===== src/rtl/shift_sequencer.sv =====
// LSB-first serial shifter paced by an external interval timer.
// Optional even-parity trailer bit when SHIFT_PARITY_EN is defined.
module shift_sequencer #(
  parameter int WIDTH = 8
) (
  input  logic             clk,
  input  logic             rst,
  input  logic             load,
  input  logic [WIDTH-1:0] data_in,
  input  logic             tick_in,
  output logic             timer_start,
  output logic             serial_out,
  output logic             shift_en,
  output logic             busy,
  output logic             done
);

`ifdef SHIFT_PARITY_EN
  localparam int TOTAL = WIDTH + 1;
`else
  localparam int TOTAL = WIDTH;
`endif
  localparam int CW = $clog2(WIDTH + 2);

  typedef enum logic [2:0] {
    IDLE,
    ARM,
    WAIT,
    SHIFT,
    DONE
  } state_t;

  state_t           state;
  state_t           state_n;
  logic [TOTAL-1:0] shreg;
  logic [TOTAL-1:0] capture_word;
  logic [CW-1:0]    bit_cnt;
  logic [CW-1:0]    bit_cnt_inc;
  logic             last_bit;

  // Parity rides in the top bit so it falls out of the shifter last.
`ifdef SHIFT_PARITY_EN
  assign capture_word = {^data_in, data_in};
`else
  assign capture_word = data_in;
`endif

  always_comb begin
    bit_cnt_inc = bit_cnt + CW'(1);
    last_bit    = (bit_cnt_inc == CW'(TOTAL));
    state_n     = state;
    timer_start = 1'b0;
    busy        = 1'b1;
    done        = 1'b0;
    case (state)
      IDLE: begin
        busy = 1'b0;
        if (load) state_n = ARM;
      end
      ARM: begin
        timer_start = 1'b1;
        state_n     = WAIT;
      end
      WAIT: begin
        if (tick_in) state_n = SHIFT;
      end
      SHIFT: begin
        state_n = last_bit ? DONE : ARM;
      end
      DONE: begin
        done    = 1'b1;
        state_n = IDLE;
      end
      default: begin
        busy    = 1'b0;
        state_n = IDLE;
      end
    endcase
  end

  always_ff @(posedge clk) begin
    if (rst) begin
      state      <= IDLE;
      shreg      <= '0;
      bit_cnt    <= '0;
      serial_out <= 1'b0;
      shift_en   <= 1'b0;
    end else begin
      state    <= state_n;
      shift_en <= (state == SHIFT);
      if (state == IDLE && load) begin
        shreg   <= capture_word;
        bit_cnt <= '0;
      end
      if (state == SHIFT) begin
        serial_out <= shreg[0];
        shreg      <= shreg >> 1;
        bit_cnt    <= bit_cnt_inc;
      end
    end
  end

endmodule


===== config.mk =====
export PLATFORM = sky130hd
export DESIGN_NAME = shift_sequencer
export DESIGN_NICKNAME = d
export VERILOG_FILES = /design/src/rtl/shift_sequencer.sv
export SDC_FILE = /design/constraint.sdc
export NUM_CORES = 1
export LEC_CHECK = 0
export BUFFER_PORTS_ARGS = -buffer_cell sky130_fd_sc_hd__buf_2
export CAP_MARGIN = 40
export CORE_MARGIN = 5
export CORE_UTILIZATION = 45
export CTS_CLUSTER_SIZE = 8
export DETAILED_ROUTE_END_ITERATION = 10
export GPL_TIMING_DRIVEN = 0
export PLACE_DENSITY = 0.67
export SLEW_MARGIN = 10
export SYNTH_ARGS = -nofsm -noshare
export SYNTH_HDL_FRONTEND = slang
export SYNTH_SLANG_ARGS = --single-unit

===== constraint.sdc =====
create_clock -name clk -period 4 [get_ports clk]
set_input_delay 0.2 -clock clk [delete_from_list [all_inputs] [get_ports clk]]
set_output_delay 0.2 -clock clk [all_outputs]
set_load 0.005 [all_outputs]

# Yosys cells after proc, flatten, opt, wreduce, memory -nomap -nowiden
# Index checks and enable logic that the tools add are counted.
[totals]
regBits = 17
latch_bits = 0
mem_bits_rw = 0
romBits = 0
in_bits = 12
output_inout_bits = 5
word_cells = 31
memories = 0
[op_classes]
n_addsub = 1
multipliers = 0
div_mod_pow = 0
magnitude_cmp = 0
eq_ne = 7
n_shift = 0
n_mux = 11
bitwise_logic = 0
reduce_logical = 6
[op_table]
columns = ["op", "n"]
rows = [
  ["$mux W7", 2],
  ["$pmux W3 S4", 1],
  ["$mux W3", 3],
  ["$mux W4", 2],
  ["$eq A3 B2 Y1 const B", 2],
  ["$add A4 B1 Y4 const B", 1],
  ["$eq A4 B4 Y1 const B", 1],
  ["$ne A2 B2 Y1 const B", 2],
  ["$reduce_or A4 Y1", 1],
  ["$eq A3 B1 Y1 const B", 1],
  ["$eq A3 B3 Y1 const B", 1],
  ["$logic_not A3 Y1", 1],
  ["$mux W1", 3],
  ["$reduce_and A2 Y1", 1],
  ["$reduce_bool A2 Y1", 1],
  ["$reduce_or A2 Y1", 1],
  ["$logic_and A1 B1 Y1", 1],
]

# Longest topological paths before layout
[logic_depth]
ltp_word = 4
depth_mapped = 6
mapped_depth_nobuf = 4

# Worst setup path before layout
# OpenSTA, ideal clock, no wires.
[synth_timing]
path_kind = "register to register"
startpoint = "reg state[2]"
endpoint = "reg shreg[4]"
setup_time_ns = 0.088
t_arrival_ns = 1.267
required_ns = 3.912
path_slack_ns = 2.645
path_stages_with_launch = 6
n_path_buf = 1
period_less_slack_ns = 1.355
cell_sequence = "dfxtp_1 > nor4b_4 > nand2b_4 > buf_12 > nor2_2 > a311oi_2"
[synth_between]
elab_chain_cells = 3
elab_cells_between_ends = 5
cone_classes = "eq/ne (1); mux (1); reduce/logical (3)"
[synth_rtl]
columns = ["item", "line", "text"]
rows = [
  ["from (decl)", "33", "state_t state;"],
  ["from (signal assigned)", "89", "state <= state_n;"],
  ["$logic_not A3 Y1", "91", "if (state == IDLE && load) begin"],
  ["$logic_and A1 B1 Y1", "91", ""],
  ["$reduce_bool A2 Y1 (no source line)", "n/a", ""],
  ["to (signal assigned)", "92", "shreg <= capture_word;"],
  ["to (signal assigned)", "97", "shreg <= shreg >> 1;"],
  ["to (decl)", "35", "logic [TOTAL-1:0] shreg;"],
]
# Parallel ways exist; a longest one is shown, timed or not.
# A chain may end at the register's enable or synchronous reset.

# Worst setup path in the final report
[layout_timing]
startpoint = "reg state[2]"
endpoint = "reg shreg[5]"
# Same word-level chain as after synthesis.

==> qor_table.md <==
| Result | Value | Unit |
| --- | --- | --- |
| Setup-failing EPs final | 0 | - |
| Residual DRC count | 0 | - |
| Total Power | 0.0003703 | W |
| CTS clk-pin slew, worst paths | 100 | ps |
| I/O pin cnt | 17 | - |
| Mean number of vias per cell | 4.985 | - |
| Post-synthesis cell area | 859.6 | um2 |
| Count of yosys warnings during synthesis | 0 | - |
| Status | finished, final reports clean | - |
| Fraction of the yosys area taken by sequential cells | 0.3959 | - |
| Startpoint of the worst register-to-register path | state[2]$_SDFFE_PP0P_ | - |
| Max Fanout on Critical Path | 10 | - |
| Worst-case clock skew | 5.336 | ps |
| Data arrival time of the worst path | 1740 | ps |
| CP endpoint kind | flop | - |
| Cell count of the worst hold path | 2 | - |
| Port buffer count | 15 | - |
| Number of nets in the final layout | 126 | - |
| # Max-Cap Violations | 0 | - |
| Diodes inserted | 0 | - |
| Number of cells upsized or downsized after cts | 0 | - |
| Number of nets produced by synthesis | 106 | - |
| DIE AREA | 2884 | um2 |
| Post-CTS setup repair buffer count | 0 | - |
| Clock Power Share | 0.254 | - |
| CTS Sinks | 17 | - |
| Wirelength per Cell | 12.06 | um |
| Min Clock Period, post-route | 1517 | ps |
| Area of the core region | 1764 | um2 |
| Highest clock rate | 659.3 | MHz |
| RePlAce Congestion | 0.6697 | - |
| Post-synth cell types | 28 | - |
| Starting Density | 0.4872 | - |
| Wire length of the first global-routing pass | 3022 | um |
| Slew headroom | 0.7964 | - |
| Final antenna-violating net count | 0 | - |
| Combined area of the multi-input logic cells | 446.7 | um2 |
| Total clock buffers created by CTS | 3 | - |
| Worst Reg-to-Reg Cells | 5 | - |
| Post-CTS Hold Fix Bufs | 0 | - |
| Antenna violations before repair | 0 | - |
| Post-route fraction of the period consumed by the critical path | 0.3792 | - |
| Fraction of layout instances using a drive strength above 1 | 0.3063 | - |
| Total congestion overflow after global routing | 0 | - |
| Count of state elements after synthesis | 17 | - |
| Maximum number of pins on one net before global-route repair | 11 | - |
| Switching power | 0.0001066 | W |
| Min-Delay Endpoint | shreg[1]$_SDFFE_PP0P_ | - |
| Critical path required time | 4220 | ps |
| Filler cell count in the final layout | 179 | - |
| Hold violation total from the final report | 0 | - |
| Post-synthesis area per instance | 9.343 | um2 |
| Internal Pwr Total | 0.0002637 | W |
| Fraction of power consumed by sequential logic | 0.522 | - |
| Capture point of the worst reg-to-reg path | shreg[5]$_SDFFE_PP0P_ | - |
| Layout Area Growth over Synthesis | 15.58 | % |
| Post-Syn Instances | 92 | - |
| Total power per unit cell area | 372.8 | nW/um2 |
| TritonCTS clock tree | done | - |
| Via count of the first global-routing pass | 664 | - |
| Overall routed net length | 1640 | um |
| Combinational cell fraction of total power | 0.224 | - |
| Aggregate global-route resource usage | 0.1470 | - |
| Die extent in x | 53.71 | um |
| Placed wire-length estimate | 1172 | um |
| Register area | 340.3 | um2 |
| Root Driver | sky130_fd_sc_hd__clkbuf_4 | - |
| Clk_lat worst skew | 300 | ps |
| DR vias | 678 | - |
| Number of slew-limit violations in the final report | 0 | - |
| H-tree depth | 1 | - |
| Share of total power consumed by net switching | 0.2879 | - |
| Number of design-rule violations left by the first detailed-router iteration | 16 | - |
| Critical Path Source Type | flop | - |
| Ordered list of cells on the worst path | nor4b_4 > nand2b_4 > buf_12 > nor2_2 > a311oi_2 | - |
| Die extent in y | 53.71 | um |
| Total placed instance area | 965.9 | um2 |
| Setup_tns | 0 | ps |
| Slew at the pin with the worst max-slew slack | 304.5 | ps |
| Min-delay worst type | in -> reg | - |
| Pre-antenna DRT Iters | 4 | - |
| Hold Crit Start | rst | - |
| Leakage power | 0.4224 | nW |
| Path type of the worst setup path | reg -> reg | - |
| Cell with the biggest individual delay on the critical path | sky130_fd_sc_hd__dfxtp_1 | - |
| Longest individual stage delay on the worst path | 410 | ps |
| R2R setup slack | 2480 | ps |
| Fin area | 993.5 | um2 |
| Maximum count of clock buffers along a single path | 2 | - |
| Unrepaired setup endpoints after global routing | no | - |
| Cell row count | 15 | - |
| Peak ir drop on the vdd network | 0.0001966 | V |
logic make-up after synthesis:
family	synth area share
flops	0.3959
fa+ha+maj	0.02911
compound gates	0.1485
simple gates	0.2882
buf+inv	0.08443
mux	0.02329
xor+xnor	0.03057
cell usage after synthesis, drive strengths merged:
library cell | count | share of area
mux2i | 2 | 0.023
a41o | 1 | 0.012
ha | 2 | 0.029
nor3 | 3 | 0.017
o31ai | 1 | 0.0087
nand3b | 1 | 0.0087
a22oi | 1 | 0.0087
o21ai | 1 | 0.0058
nor3b | 1 | 0.0087
a311oi | 8 | 0.096
and2 | 2 | 0.016
dfxtp | 17 | 0.40
nand2 | 18 | 0.079
xnor2 | 3 | 0.031
and3b | 1 | 0.012
a21oi | 3 | 0.017
nand3 | 1 | 0.0058
nor2 | 16 | 0.076
nand2b | 1 | 0.016
or4 | 1 | 0.010
nor4b | 1 | 0.028
buf | 6 | 0.084
nor4bb | 1 | 0.012
critical path, delay by kind of cell (launching register included):
family          cells  cell delay, ps
buf+inv             1             140
simple gates        3             670
compound gates      1             220
flops               1             410
per-layer routing:
layer	up-vias	wire, um	track usage
li1	364	-	-
met1	288	811	0.2050
met2	20	652	0.2056
met3	6	129	0.02770
met4	0	47	0.08936
met5	-	0	0
layout by cell type, fill, tap and decap left out, drive strengths merged:
cell | netlist | layout
nand3 | 1 | 1
a41o | 1 | 1
buf | 6 | 21
nand2b | 1 | 1
and2 | 2 | 2
xnor2 | 3 | 3
nor3 | 3 | 3
ha | 2 | 2
nand2 | 18 | 18
clkinv | 0 | 1
a22oi | 1 | 1
nand3b | 1 | 1
a311oi | 8 | 8
or4 | 1 | 1
nor3b | 1 | 1
nor4b | 1 | 1
a21oi | 3 | 3
o31ai | 1 | 1
and3b | 1 | 1
clkbuf | 0 | 3
nor4bb | 1 | 1
mux2i | 2 | 2
dfxtp | 17 | 17
o21ai | 1 | 1
nor2 | 16 | 16
power groups by stage:
stage / Clock, W / Combinational, W / Sequential, W
global placement: 0 / 0.0000824 / 0.000197
finish: 0.0000942 / 0.0000830 / 0.000193
detailed placement: 0 / 0.0000836 / 0.000197
floorplan: 0 / 0.0000652 / 0.000195
global route: 0.000103 / 0.0000937 / 0.000196
CTS: 0.0000960 / 0.0000840 / 0.000193
metrics by stage:
| stage | util | hold WS (ps) | worst slack (ps) | cells |
|---|---|---|---|---|
| 2_1_floorplan | - | 359.7 | 2645 | 92 |
| 3_3_place_gp | 0.5475 | 409.6 | 2494 | 132 |
| 3_5_place_dp | 0.5475 | 413.5 | 2505 | 132 |
| 4_1_cts | 0.5631 | 86.41 | 2484 | 136 |
| 5_1_grt | 0.5631 | 84.95 | 2373 | 136 |
| 6_report | 0.5631 | 83.71 | 2483 | 136 |
flip-flops by register name (all words and copies together), names as in the netlist:
register / count
bit_cnt: 4
shreg: 8
serial_out: 1
shift_en: 1
state: 3
final cells by class:
cell class | count | share of cell area
flip-flops and latches | 17 | 0.3426
clock buffers | 3 | 0.02267
repair buffers | 15 | 0.07557
well taps | 25 | 0.03149
plain buffers | 6 | 0.07305
multi-input cells | 69 | 0.4496
clock inverters | 1 | 0.005038
how the worst max path moves through the flow:
stage	startpoint	end	slack, ps
6_report	state[2]$_SDFFE_PP0P_	shreg[5]$_SDFFE_PP0P_	2480
3_3_place_gp	state[2]$_SDFFE_PP0P_	shreg[5]$_SDFFE_PP0P_	2490
5_1_grt	state[0]$_SDFFE_PP0P_	shreg[5]$_SDFFE_PP0P_	2370
4_1_cts	state[2]$_SDFFE_PP0P_	shreg[5]$_SDFFE_PP0P_	2480
2_1_floorplan	state[2]$_SDFFE_PP0P_	shreg[4]$_SDFFE_PP0P_	2640
3_5_place_dp	state[2]$_SDFFE_PP0P_	shreg[4]$_SDFFE_PP0P_	2510
No activity file was read; power rests on OpenSTA's default activity.
